File: src/rtl/s3g_tx_arb_if.sv
// Bundle of the requester-side and transmitter-side signals of the S3G TX arbiter.
// The master side (requesters plus the transmitter's busy flag) drives the
// requests and tx_busy. The slave side (the arbiter) drives the packet strobe,
// the latched payload, the grants and the status outputs.
interface s3g_tx_arb_if;
  // requester side
  logic        req0;
  logic        req1;
  logic        req2;
  logic [3:0]  len0;
  logic [3:0]  len1;
  logic [3:0]  len2;
  logic [63:0] data0;
  logic [63:0] data1;
  logic [63:0] data2;
  // downstream transmitter status
  logic        tx_busy;
  // arbiter outputs
  logic        packet_wr;
  logic [7:0]  payload_len;
  logic [63:0] pkt_buf;
  logic        ack0;
  logic        ack1;
  logic        ack2;
  logic [1:0]  grant;
  logic        active;
  logic        err_timeout;
  logic [15:0] pkt_count;

  modport master (
    output req0, req1, req2,
    output len0, len1, len2,
    output data0, data1, data2,
    output tx_busy,
    input  packet_wr, payload_len, pkt_buf,
    input  ack0, ack1, ack2,
    input  grant, active, err_timeout, pkt_count
  );

  modport slave (
    input  req0, req1, req2,
    input  len0, len1, len2,
    input  data0, data1, data2,
    input  tx_busy,
    output packet_wr, payload_len, pkt_buf,
    output ack0, ack1, ack2,
    output grant, active, err_timeout, pkt_count
  );
endinterface

File: src/rtl/s3g_tx_arb.sv
// Three-way round-robin arbiter in front of an S3G packet transmitter.
// A winner's length and payload are latched together with a one-cycle
// packet_wr/ack pulse. The FSM then waits for the transmitter to raise tx_busy
// (with a timeout) and then to drop it again before the next grant.
// Every output is driven straight from a register.
module s3g_tx_arb #(
  parameter int BUSY_TIMEOUT = 4
) (
  input  logic          clk,
  input  logic          rst,
  s3g_tx_arb_if.slave   bus
);

  localparam logic [1:0] S_IDLE      = 2'd0;
  localparam logic [1:0] S_WRITE     = 2'd1;
  localparam logic [1:0] S_WAIT_BUSY = 2'd2;
  localparam logic [1:0] S_WAIT_DONE = 2'd3;

  // The counter reaches BUSY_TIMEOUT on the cycle the timeout is declared.
  // Comparing against the value one below that lets the abort happen on that
  // same edge.
  localparam logic [3:0] TOUT_LAST = 4'(BUSY_TIMEOUT - 1);

  logic [1:0]  state_reg;
  logic        packet_wr_reg;
  logic [7:0]  payload_len_reg;
  logic [63:0] pkt_buf_reg;
  logic [2:0]  ack_reg;
  logic [1:0]  grant_reg;
  logic        active_reg;
  logic        err_timeout_reg;
  logic [15:0] pkt_count_reg;
  logic [3:0]  tout_cnt_reg;

  logic [2:0]  req_vec;
  logic [3:0]  len_raw [3];
  logic [3:0]  len_sat [3];
  logic [63:0] data_arr [3];

  logic [1:0]  rr_start;
  logic        win_valid;
  logic [1:0]  win_idx;
  logic [2:0]  cand;

  // Collect the per-requester scalars into indexable arrays.
  assign req_vec     = {bus.req2, bus.req1, bus.req0};
  assign len_raw[0]  = bus.len0;
  assign len_raw[1]  = bus.len1;
  assign len_raw[2]  = bus.len2;
  assign data_arr[0] = bus.data0;
  assign data_arr[1] = bus.data1;
  assign data_arr[2] = bus.data2;

  // The payload holds at most 8 bytes, so longer lengths are clipped to 8.
  // A length of 0 passes through unchanged.
  generate
    for (genvar gi = 0; gi < 3; gi++) begin : g_len_sat
      assign len_sat[gi] = (len_raw[gi] > 4'd8) ? 4'd8 : len_raw[gi];
    end
  endgenerate

  // Start the search one past the last winner. A grant value of 2 (the reset
  // value) wraps to 0, so after reset requester 0 has first priority.
  always_comb begin
    rr_start = (grant_reg >= 2'd2) ? 2'd0 : grant_reg + 2'd1;
  end

  // The search runs from the farthest candidate back to the nearest, so the
  // nearest high request is the last one written and wins.
  always_comb begin
    win_valid = 1'b0;
    win_idx   = 2'd0;
    cand      = 3'd0;
    for (int k = 2; k >= 0; k--) begin
      cand = {1'b0, rr_start} + 3'(k);
      if (cand >= 3'd3) begin
        cand = cand - 3'd3;
      end
      if (req_vec[cand[1:0]]) begin
        win_valid = 1'b1;
        win_idx   = cand[1:0];
      end
    end
  end

  // Main FSM and output registers.
  // packet_wr and ack fall back to 0 every cycle unless a grant is issued.
  always_ff @(posedge clk) begin
    if (rst) begin
      state_reg       <= S_IDLE;
      packet_wr_reg   <= 1'b0;
      payload_len_reg <= 8'd0;
      pkt_buf_reg     <= 64'd0;
      ack_reg         <= 3'b000;
      grant_reg       <= 2'd2;
      active_reg      <= 1'b0;
      err_timeout_reg <= 1'b0;
      pkt_count_reg   <= 16'd0;
      tout_cnt_reg    <= 4'd0;
    end else begin
      packet_wr_reg <= 1'b0;
      ack_reg       <= 3'b000;
      case (state_reg)
        S_IDLE: begin
          // A busy transmitter blocks every grant, whatever the requests are.
          if (win_valid && !bus.tx_busy) begin
            state_reg       <= S_WRITE;
            packet_wr_reg   <= 1'b1;
            ack_reg         <= 3'b001 << win_idx;
            grant_reg       <= win_idx;
            payload_len_reg <= {4'b0000, len_sat[win_idx]};
            pkt_buf_reg     <= data_arr[win_idx];
            pkt_count_reg   <= pkt_count_reg + 16'd1;
            active_reg      <= 1'b1;
          end else begin
            active_reg <= 1'b0;
          end
        end
        S_WRITE: begin
          // The strobe is visible during this state. Arm the busy-wait timer.
          state_reg    <= S_WAIT_BUSY;
          tout_cnt_reg <= 4'd0;
          active_reg   <= 1'b1;
        end
        S_WAIT_BUSY: begin
          if (bus.tx_busy) begin
            state_reg  <= S_WAIT_DONE;
            active_reg <= 1'b1;
          end else if (tout_cnt_reg == TOUT_LAST) begin
            // The transmitter never acknowledged the packet. Flag it and give up.
            tout_cnt_reg    <= tout_cnt_reg + 4'd1;
            err_timeout_reg <= 1'b1;
            state_reg       <= S_IDLE;
            active_reg      <= 1'b0;
          end else begin
            tout_cnt_reg <= tout_cnt_reg + 4'd1;
            active_reg   <= 1'b1;
          end
        end
        S_WAIT_DONE: begin
          if (!bus.tx_busy) begin
            state_reg  <= S_IDLE;
            active_reg <= 1'b0;
          end else begin
            active_reg <= 1'b1;
          end
        end
        default: begin
          state_reg  <= S_IDLE;
          active_reg <= 1'b0;
        end
      endcase
    end
  end

  // Drive the interface outputs from the registers.
  assign bus.packet_wr   = packet_wr_reg;
  assign bus.payload_len = payload_len_reg;
  assign bus.pkt_buf     = pkt_buf_reg;
  assign bus.ack0        = ack_reg[0];
  assign bus.ack1        = ack_reg[1];
  assign bus.ack2        = ack_reg[2];
  assign bus.grant       = grant_reg;
  assign bus.active      = active_reg;
  assign bus.err_timeout = err_timeout_reg;
  assign bus.pkt_count   = pkt_count_reg;

endmodule

File: src/flat_wrapper.sv
// flat-port wrapper written by rule: the top's interface ports become plain ports
module s3g_tx_arb_flat 
#(
  parameter int BUSY_TIMEOUT = 4
)
  (clk, rst, bus_req0, bus_req1, bus_req2, bus_len0, bus_len1, bus_len2, bus_data0, bus_data1, bus_data2, bus_tx_busy, bus_packet_wr, bus_payload_len, bus_pkt_buf, bus_ack0, bus_ack1, bus_ack2, bus_grant, bus_active, bus_err_timeout, bus_pkt_count);
  s3g_tx_arb_if bus_i ();
  input  logic clk;
  input  logic rst;
  input wire logic [$bits(bus_i.req0)-1:0] bus_req0;
  input wire logic [$bits(bus_i.req1)-1:0] bus_req1;
  input wire logic [$bits(bus_i.req2)-1:0] bus_req2;
  input wire logic [$bits(bus_i.len0)-1:0] bus_len0;
  input wire logic [$bits(bus_i.len1)-1:0] bus_len1;
  input wire logic [$bits(bus_i.len2)-1:0] bus_len2;
  input wire logic [$bits(bus_i.data0)-1:0] bus_data0;
  input wire logic [$bits(bus_i.data1)-1:0] bus_data1;
  input wire logic [$bits(bus_i.data2)-1:0] bus_data2;
  input wire logic [$bits(bus_i.tx_busy)-1:0] bus_tx_busy;
  output wire logic [$bits(bus_i.packet_wr)-1:0] bus_packet_wr;
  output wire logic [$bits(bus_i.payload_len)-1:0] bus_payload_len;
  output wire logic [$bits(bus_i.pkt_buf)-1:0] bus_pkt_buf;
  output wire logic [$bits(bus_i.ack0)-1:0] bus_ack0;
  output wire logic [$bits(bus_i.ack1)-1:0] bus_ack1;
  output wire logic [$bits(bus_i.ack2)-1:0] bus_ack2;
  output wire logic [$bits(bus_i.grant)-1:0] bus_grant;
  output wire logic [$bits(bus_i.active)-1:0] bus_active;
  output wire logic [$bits(bus_i.err_timeout)-1:0] bus_err_timeout;
  output wire logic [$bits(bus_i.pkt_count)-1:0] bus_pkt_count;
  assign bus_i.req0 = bus_req0;
  assign bus_i.req1 = bus_req1;
  assign bus_i.req2 = bus_req2;
  assign bus_i.len0 = bus_len0;
  assign bus_i.len1 = bus_len1;
  assign bus_i.len2 = bus_len2;
  assign bus_i.data0 = bus_data0;
  assign bus_i.data1 = bus_data1;
  assign bus_i.data2 = bus_data2;
  assign bus_i.tx_busy = bus_tx_busy;
  assign bus_packet_wr = bus_i.packet_wr;
  assign bus_payload_len = bus_i.payload_len;
  assign bus_pkt_buf = bus_i.pkt_buf;
  assign bus_ack0 = bus_i.ack0;
  assign bus_ack1 = bus_i.ack1;
  assign bus_ack2 = bus_i.ack2;
  assign bus_grant = bus_i.grant;
  assign bus_active = bus_i.active;
  assign bus_err_timeout = bus_i.err_timeout;
  assign bus_pkt_count = bus_i.pkt_count;
  s3g_tx_arb #(.BUSY_TIMEOUT(BUSY_TIMEOUT)) u_core (.clk(clk), .rst(rst), .bus(bus_i));
endmodule
File: config.mk
export PLATFORM = sky130hd
export DESIGN_NAME = s3g_tx_arb_flat
export DESIGN_NICKNAME = d
export VERILOG_FILES = /design/src/rtl/s3g_tx_arb_if.sv /design/src/rtl/s3g_tx_arb.sv /design/src/flat_wrapper.sv
export SDC_FILE = /design/constraint.sdc
export NUM_CORES = 1
export LEC_CHECK = 0
export BUFFER_PORTS_ARGS = -buffer_cell sky130_fd_sc_hd__buf_2
export CAP_MARGIN = 20
export CELL_PAD_IN_SITES_DETAIL_PLACEMENT = 1
export CELL_PAD_IN_SITES_GLOBAL_PLACEMENT = 1
export CORE_ASPECT_RATIO = 1.5
export CORE_MARGIN = 3
export CORE_UTILIZATION = 29
export DETAILED_ROUTE_END_ITERATION = 6
export PLACE_DENSITY_LB_ADDON = 0.15
export SYNTH_ARGS = -nofsm -noshare
export SYNTH_HDL_FRONTEND = slang
export SYNTH_SLANG_ARGS = --single-unit
export TNS_END_PERCENT = 5
File: constraint.sdc
create_clock -name clk -period 2.9 [get_ports clk]
set_input_delay 0.58 -clock clk [delete_from_list [all_inputs] [get_ports clk]]
set_output_delay 0.58 -clock clk [all_outputs]
set_load 0.01 [all_outputs]
; ---- Yosys cells after proc, flatten, opt, wreduce, memory -nomap -nowiden
; Index checks and enable logic that the tools add are counted.
[totals]
output_inout_bits = 96
ff_bits = 98
elab_cells = 89
input_bits = 210
[classes]
bitwise = 4
n_reduce_logical = 10
eq_ne = 8
n_addsub = 8
n_shift = 1
n_mux = 37
magnitude_cmp = 11
[ops]
columns = cell, n
row1 = binary-select mux 64 bit (select 2 bit), 1
row2 = two-way mux 64 bit, 2
row3 = two-way mux 4 bit, 6
row4 = two-way mux 2 bit, 11
row5 = "adder 16 x 1 -> 16 bit, second input constant", 1
row6 = "> comparator 4 bit, second input constant", 3
row7 = two-way mux 1 bit, 10
row8 = "less-than comparator 2 x 3 -> 1 bit, second input constant", 3
row9 = binary-select mux 4 bit (select 2 bit), 1
row10 = one-hot mux 2 bit (4 select lines), 1
row11 = one-hot mux 4 bit (2 select lines), 1
row12 = binary-select mux 1 bit (select 2 bit), 3
row13 = ">= comparator 3 x 2 -> 1 bit, second input constant", 2
row14 = AND reduction 3 bit, 2
row15 = "subtractor 2 bit, second input constant", 3
row16 = "adder 4 x 1 -> 4 bit, second input constant", 1
row17 = "equality test 2 bit, second input constant", 2
row18 = "equality test 4 x 2 -> 1 bit, second input constant", 1
row19 = ">= comparator 2 bit, second input constant", 2
row20 = "inequality test 2 bit, second input constant", 2
row21 = one-hot mux 1 bit (4 select lines), 1
row22 = AND reduction 2 bit, 2
row23 = "adder 2 x 1 -> 3 bit, second input constant", 1
row24 = "adder 2 x 2 -> 3 bit, second input constant", 1
row25 = 14 further kinds, 16

; ---- Depth between registers and ports, before layout
; Gate-level depths: netlist of run 1.
[logic_depth]
word_depth = 14
mapped_depth = 7
ltp_nobuf = 5

; ---- Least setup slack after synthesis of run 1
; No wires, ideal clock.
[synth_path]
path_type = input to register
from = input bus_tx_busy
to = register u_core.pkt_count_reg[15] (netlist: u_core.bus.pkt_count[15])
setup_slack_ns = 0.603
arrival_time_ns = 2.227
setup_ns = 0.070
stages = 6
required_time_ns = 2.830
n_path_buf = 2
cell_sequence = buf_2 > or3_4 > or4_1 > clkbuf_2 > or4_1 > a21oi_1
[synth_between]
elab_chain_len = 3
[synth_lines]
columns = item, line_no
row1 = from (decl), flat_wrapper.sv:19  ; input wire logic [$bits(bus_i.tx_busy)-1:0] bus_tx_busy;
row2 = zero test 1 bit, s3g_tx_arb.sv:106  ; if (win_valid && !bus.tx_busy) begin
row3 = logical AND 1 bit, s3g_tx_arb.sv:106
row4 = AND reduction 2 bit (no source line), n/a
row5 = to (signal assigned), s3g_tx_arb.sv:113  ; pkt_count_reg <= pkt_count_reg + 16'd1;
row6 = to (decl), s3g_tx_arb.sv:32  ; logic [15:0] pkt_count_reg;
; No other way between the ends.
; A chain may end at the register's enable or synchronous reset.

; ---- Worst setup path in the final report of run 1
[layout_path]
from = register u_core.state_reg[0]
to = register u_core.pkt_count_reg[15] (netlist: u_core.bus.pkt_count[15])
[layout_between]
elab_chain_len = 2
[layout_lines]
columns = item, line_no
row1 = from (decl), s3g_tx_arb.sv:24  ; logic [1:0] state_reg;
row2 = from (signal assigned), s3g_tx_arb.sv:90  ; state_reg <= S_IDLE;
row3 = from (signal assigned), s3g_tx_arb.sv:107  ; state_reg <= S_WRITE;
row4 = from (signal assigned), s3g_tx_arb.sv:121  ; state_reg <= S_WAIT_BUSY;
row5 = zero test 2 bit, s3g_tx_arb.sv:103  ; case (state_reg)
row6 = AND reduction 2 bit (no source line), n/a
; No other way between the ends.

==> impl_metrics.toml, run 1 <==
[critical_path]
critPathSlowestCell = "or4_1"
r2r-start = "u_core.state_reg[0]"
cp-start-kind = "register"
r2r-end = "u_core.bus.pkt_count[15]"
path_cells = "or3_4 > or4_1 > or4_1 > a21oi_1"
end_kind = "register"
reg2regPathDepth = 4
worstPathArrival_ns = 2.57
crit_top_cell = "or4_1"
critPathRequiredTime_ns = 3.17
crit_type = "reg -> reg"
critical_path.top_delay_family = "simple AND/OR/NAND/NOR gates"
max_stage_delay_ns = 0.68
r2r_slack_ns = 0.60
worstPathMaxFanout = 16
cp_num_buf_inv = 0

[finish]
drive_above_1_share = 0.4360
stdcell_count = 972
final_area_um2 = 6558
fill_cells = 1860
largest_register_ffs = 64
fin_nets = 980
diodes = 0
final_core_utilization = 0.4331
area_growth_pct = 46.48

[die]
core_um2 = 15140
die_width_um = 107.4
rows = 55
die_h_um = 158.2
initial_utilization = 0.2957
io_pins = 306
die_area_um2 = 16990

[worst_hold_path]
min_to = "u_core.bus.pkt_buf[63]"
hp-start = "bus_data1[63]"
worst_hold_path_type = "in -> reg"
min_path_cells = 2

[cts]
numCtsBuffers = 9
cts_resized = 0
cts_hold_buf = 0
cts_buffer_depth = 2
cts-root-buf = "clkbuf_16"
path_clk_slew_ns = 0.06
cts_setup_buffers = 0
cts_max_level = 3
clk_latency_ns = 0.35
cts_tree = "yes"
cts.sinks = 98

[power]
combPwrFrac = 0.209
pwr-share-seq = 0.426
power_frac_clock = 0.366
cellLeakagePower_nw = 2.934
swShare = 0.2824
vdd_drop_max_mv = 0.2483
p_int_mw = 2.561
p_sw_mw = 1.008
p_per_area_nw_per_um2 = 544.2

[logic_synthesis]
synth_ff_type = "dfxtp_1"
yosysMostFrequentCell = "dfxtp_1"
synth_common_cells = "98 x dfxtp_1, 71 x o21ai_0, 64 x a32oi_1"
synth.area.top_cells = "dfxtp_1 44%, a32oi_1 13%, o21ai_0 7.9%"
synth_cells = 487
ys_seq_area_frac = 0.4382
synth_cell_types = 43
avgSynthCellArea_um2 = 9.193
synth_edf_count = 0
synth.yosys.warnings = 0
synth.ff_latch_count = 98
ys_async_sr_fraction = 0
synth.largest_area_cell = "dfxtp_1"
syn_area_um2 = 4477
synth_top_area_share = 0.4382

[timing]
setup_violations = 0
rsz0062_at_grt = "no"
slew_headroom = 0.5636
final.period_utilization = 0.7934
worst_pin_slew_ns = 0.6536
skew_ns = 0.007677
setup_tns_ns = 0
slew_viol_final = 0
final-hold-violation-count = 0
fmax_mhz = 434.6
fin_crit_ns = 2.301

[detailed_routing]
drcViolationCount = 0
vias = 5135
wl_per_cell_um = 19.35
vias_per_cell = 5.283
ant_nets = 0
drt_iter0_drc = 177
routed_wl_mm = 18.81
drtPass1Iterations = 6

[place]
placed_area_um2 = 6236
dpl.cell_count = 956
port_buffers = 301
hpwl_mm = 14.63
gp_congestion = 0.8179

[status]
status = "finished clean"

[job]
max-cap-violations = 0

[grt]
grt_pass1_vias = 5332
grt_overflow = 0
grt_max_degree = 44
grt_pass1_wl_mm = 28.06
track_usage = 0.2111
antenna_found_initial = 0
==> worst register-to-register path, delay by kind of cell (launching register included) <==
kind / cells / cell delay (ns)
and+or+nand+nor: 3 / 1.61
DFF: 1 / 0.46
AOI/OAI and AO/OA: 1 / 0.16
==> cell families (layout without fill, tap and decap cells) <==
kind of cell	after synthesis	after routing	synth area share
AO/OA/AOI/OAI	215	215	0.3301
XOR/XNOR	7	7	0.01370
adder cells (fa/ha/maj)	2	2	0.005589
buffers and inverters	55	338	0.05058
flip-flops	98	98	0.4382
multiplexers	25	25	0.05590
other	1	4	0.0008377
AND/OR/NAND/NOR	84	84	0.1051
==> cell type report <==
class                           count  area (um2)  area share
Inverter                            5       18.77    0.002862
Tap cell                          199       249.0     0.03797
Multi-Input combinational cell    337        2342      0.3572
Timing Repair Buffer              317        1664      0.2538
Clock buffer                       12       246.5     0.03759
Sequential cell                    98        1962      0.2992
Clock inverter                      4       75.07     0.01145
==> worst max-delay path by stage <==
stage	start	to	slack, ns	cells after the start
4_1_cts	u_core.state_reg[0]	u_core.bus.pkt_count[15]	0.60	4
2_1_floorplan	bus_tx_busy	u_core.bus.pkt_count[15]	0.60	6
3_5_place_dp	bus_tx_busy	u_core.bus.pkt_count[15]	0.44	5
5_1_grt	u_core.bus.pkt_count[3]	u_core.bus.pkt_count[15]	0.49	4
6_report	u_core.state_reg[0]	u_core.bus.pkt_count[15]	0.60	4
3_3_place_gp	bus_tx_busy	u_core.bus.pkt_count[15]	0.47	5
==> layer usage <==
layer  share of wire  wire length, um  up-vias  global-route usage
met4           0.018              343        0             0.07220
met3           0.065             1228       22             0.05059
met2            0.54            10160      186              0.3942
met5               0                0        -                   0
met1            0.38             7076     2456              0.2316
li1                -                -     2471                   -
==> placed cells by master, fill, tap and decap left out, types with 6 or more instances in the layout <==
cell type and instances:
a21oi_1 17, a22oi_1 43, a32oi_1 64, buf_2 301, buf_4 13, clkbuf_16 9
dfxtp_1 98, mux2i_1 25, nand2_1 11, nand3_1 6, nor2_1 17, nor2b_1 11
nor3_1 6, o21ai_0 71, or4_1 6
==> power by group through the flow <==
stage / clock network (mW) / registers [mW] / logic [mW]
after floorplan: 0 / 1.59 / 0.311
after global placement: 0 / 1.54 / 0.734
after detailed placement: 0 / 1.55 / 0.756
after CTS: 1.34 / 1.52 / 0.756
after global routing: 1.40 / 1.53 / 0.812
final: 1.31 / 1.52 / 0.744
==> through the flow <==
step | worst slack, ns | hold slack (ns) | total power [mW]
after floorplan | 0.6027 | 0.4975 | 1.896
after global placement | 0.4658 | 0.4449 | 2.277
after detailed placement | 0.4436 | 0.4485 | 2.302
after CTS | 0.6021 | 0.4529 | 3.612
after global routing | 0.4874 | 0.4562 | 3.739
final | 0.5991 | 0.4620 | 3.568
Note: power is estimated with default switching activity, not from simulation.
==> run 2, diff against run 1 <==
--- a/config.mk
+++ b/config.mk
@@ -11,7 +11,7 @@
 export CELL_PAD_IN_SITES_GLOBAL_PLACEMENT = 1
 export CORE_ASPECT_RATIO = 1.5
 export CORE_MARGIN = 3
-export CORE_UTILIZATION = 29
+export CORE_UTILIZATION = 26
 export DETAILED_ROUTE_END_ITERATION = 6
 export PLACE_DENSITY_LB_ADDON = 0.15
 export SYNTH_ARGS = -nofsm -noshare
==> constraint.sdc (replaced) <==
create_clock -name clk -period 2 [get_ports clk]
set_input_delay 0.4 -clock clk [delete_from_list [all_inputs] [get_ports clk]]
set_output_delay 0.4 -clock clk [all_outputs]
set_load 0.01 [all_outputs]
==> run 2 against run 1 <==
- hold slack lost 0.18 ns
- final area grew 3.5%
- non-clock buffer count grew 23
- register-to-register slack lost 0.47 ns
- largest cell class unchanged
- highest routed layer is now met5
==> impl_metrics.toml, run 2 (synthesis results as in run 1) <==
[status]
status = "finished clean"

[detailed_routing]
ant_nets = 0
drtPass1Iterations = 4
wl_per_cell_um = 19.55
drt_iter0_drc = 143
vias = 5311
vias_per_cell = 5.274
routed_wl_mm = 19.69
drcViolationCount = 0

[finish]
multiInputGateArea_um2 = 2344
fill_cells = 2068
final_cell_mix = "301 x buf_2, 98 x dfxtp_1, 71 x o21ai_0"
regArea_um2 = 1962
area_growth_pct = 51.57
final_area_um2 = 6785
drive_above_1_share = 0.4535
fin_nets = 1003
final_core_utilization = 0.4030
final_common_cell = "buf_2"
largest_register_ffs = 64

[place]
placed_area_um2 = 6461
hpwl_mm = 15.39
gp_congestion = 0.8137
port_buffers = 301

[die]
die_width_um = 113.1
io_pins = 306
die_area_um2 = 18860
initial_utilization = 0.2659
core_um2 = 16840
die_h_um = 166.7
rows = 58

[cts]
cts_buffer_depth = 2
path_clk_slew_ns = 0.07
clk_latency_ns = 0.35
numCtsBuffers = 9
cts-root-buf = "clkbuf_16"
cts_resized = 0
cts_hold_buf = 0
cts.sinks = 98
cts_tree = "yes"
cts_max_level = 3
cts_setup_buffers = 0

[grt]
grt_pass1_vias = 5631
antenna_found_initial = 2
grt_max_degree = 38
grt_pass1_wl_mm = 30.00
grt_overflow = 0
track_usage = 0.2008

[timing]
setup_violations = 0
skew_ns = 0.006849
final.period_utilization = 0.9345
slew_viol_final = 0
rsz0062_at_grt = "no"
fin_crit_ns = 1.869
fmax_mhz = 535.1
final-hold-violation-count = 0

[critical_path]
critPathSlowestCell = "or4_1"
critPathRequiredTime_ns = 2.27
max_stage_delay_ns = 0.45
crit_type = "reg -> reg"
end_kind = "register"
worstPathArrival_ns = 2.14
crit_start = "u_core.state_reg[0]"
critical_path.top_delay_family = "simple AND/OR/NAND/NOR gates"
path_cells = "or3_4 > or4_1 > buf_4 > or3_1 > a21oi_1"
cp_num_buf_inv = 1
worstPathMaxFanout = 8
cp-start-kind = "register"
r2r-start = "u_core.state_reg[0]"

[power]
vdd_drop_max_mv = 0.3130
cellLeakagePower_nw = 3.056
p_per_area_nw_per_um2 = 773.8

[worst_hold_path]
hp-start = "bus_data2[48]"
worst_hold_path_type = "in -> reg"

[job]
max-cap-violations = 0
[run 2: cell types whose count changed in the layout (fill, tap and decap cells not counted), sizes merged]
cell,previous run,this run
diode,0,1
buf,317,340
[run 2: metal layers]
metal	up-vias	GRT usage	wire [um]
met2	184	0.3692	10610
met5	-	0	13
li1	2524	-	-
met1	2574	0.2180	7377
met3	27	0.04907	1262
met4	2	0.07688	429
[run 2: report_power, final]
group	total, mW	internal (mW)	switching [mW]
Clock	1.91	1.13	0.778
Combinational	1.15	0.521	0.629
Sequential	2.19	2.11	0.0830
[run 2: tightest hold or removal path, stage by stage]
cell and delay, ns:
buf_2 0.07, a32oi_1 0.07, o21ai_0 0.06
[run 2: metrics by stage]
step           setup slack (ns)  std cells  total power [mW]  TNS (ns)  hold slack [ns]
2_1_floorplan          -0.01114        490             2.750  -0.01114           0.5018
3_3_place_gp           -0.01015        990             3.358  -0.02768           0.4453
3_5_place_dp           -0.02101        990             3.398  -0.04163           0.4528
4_1_cts                  0.1167       1006             5.332         0           0.2693
5_1_grt                0.008358       1007             5.502         0           0.2816
6_report                 0.1311       1007             5.250         0           0.2832
[run 2: cell type report]
| cell class | instances | area share |
|---|---|---|
| multi-input cells | 337 | 0.3454 |
| well taps | 210 | 0.03872 |
| inverters | 5 | 0.002766 |
| diodes | 1 | 0.0003688 |
| clock inverters | 4 | 0.01106 |
| clock buffers | 12 | 0.03633 |
| repair buffers | 340 | 0.2762 |
| flip-flops and latches | 98 | 0.2891 |
[run 2: worst paths after layout]
path	to	slack, ns	depth (start not counted)
setup / recovery	u_core.bus.pkt_count[13]	0.13	5
hold / removal	u_core.bus.pkt_buf[48]	0.28	3
setup reg to reg	u_core.bus.pkt_count[13]	0.13	5
hold reg to reg	u_core.bus.pkt_buf[6]	0.47	2
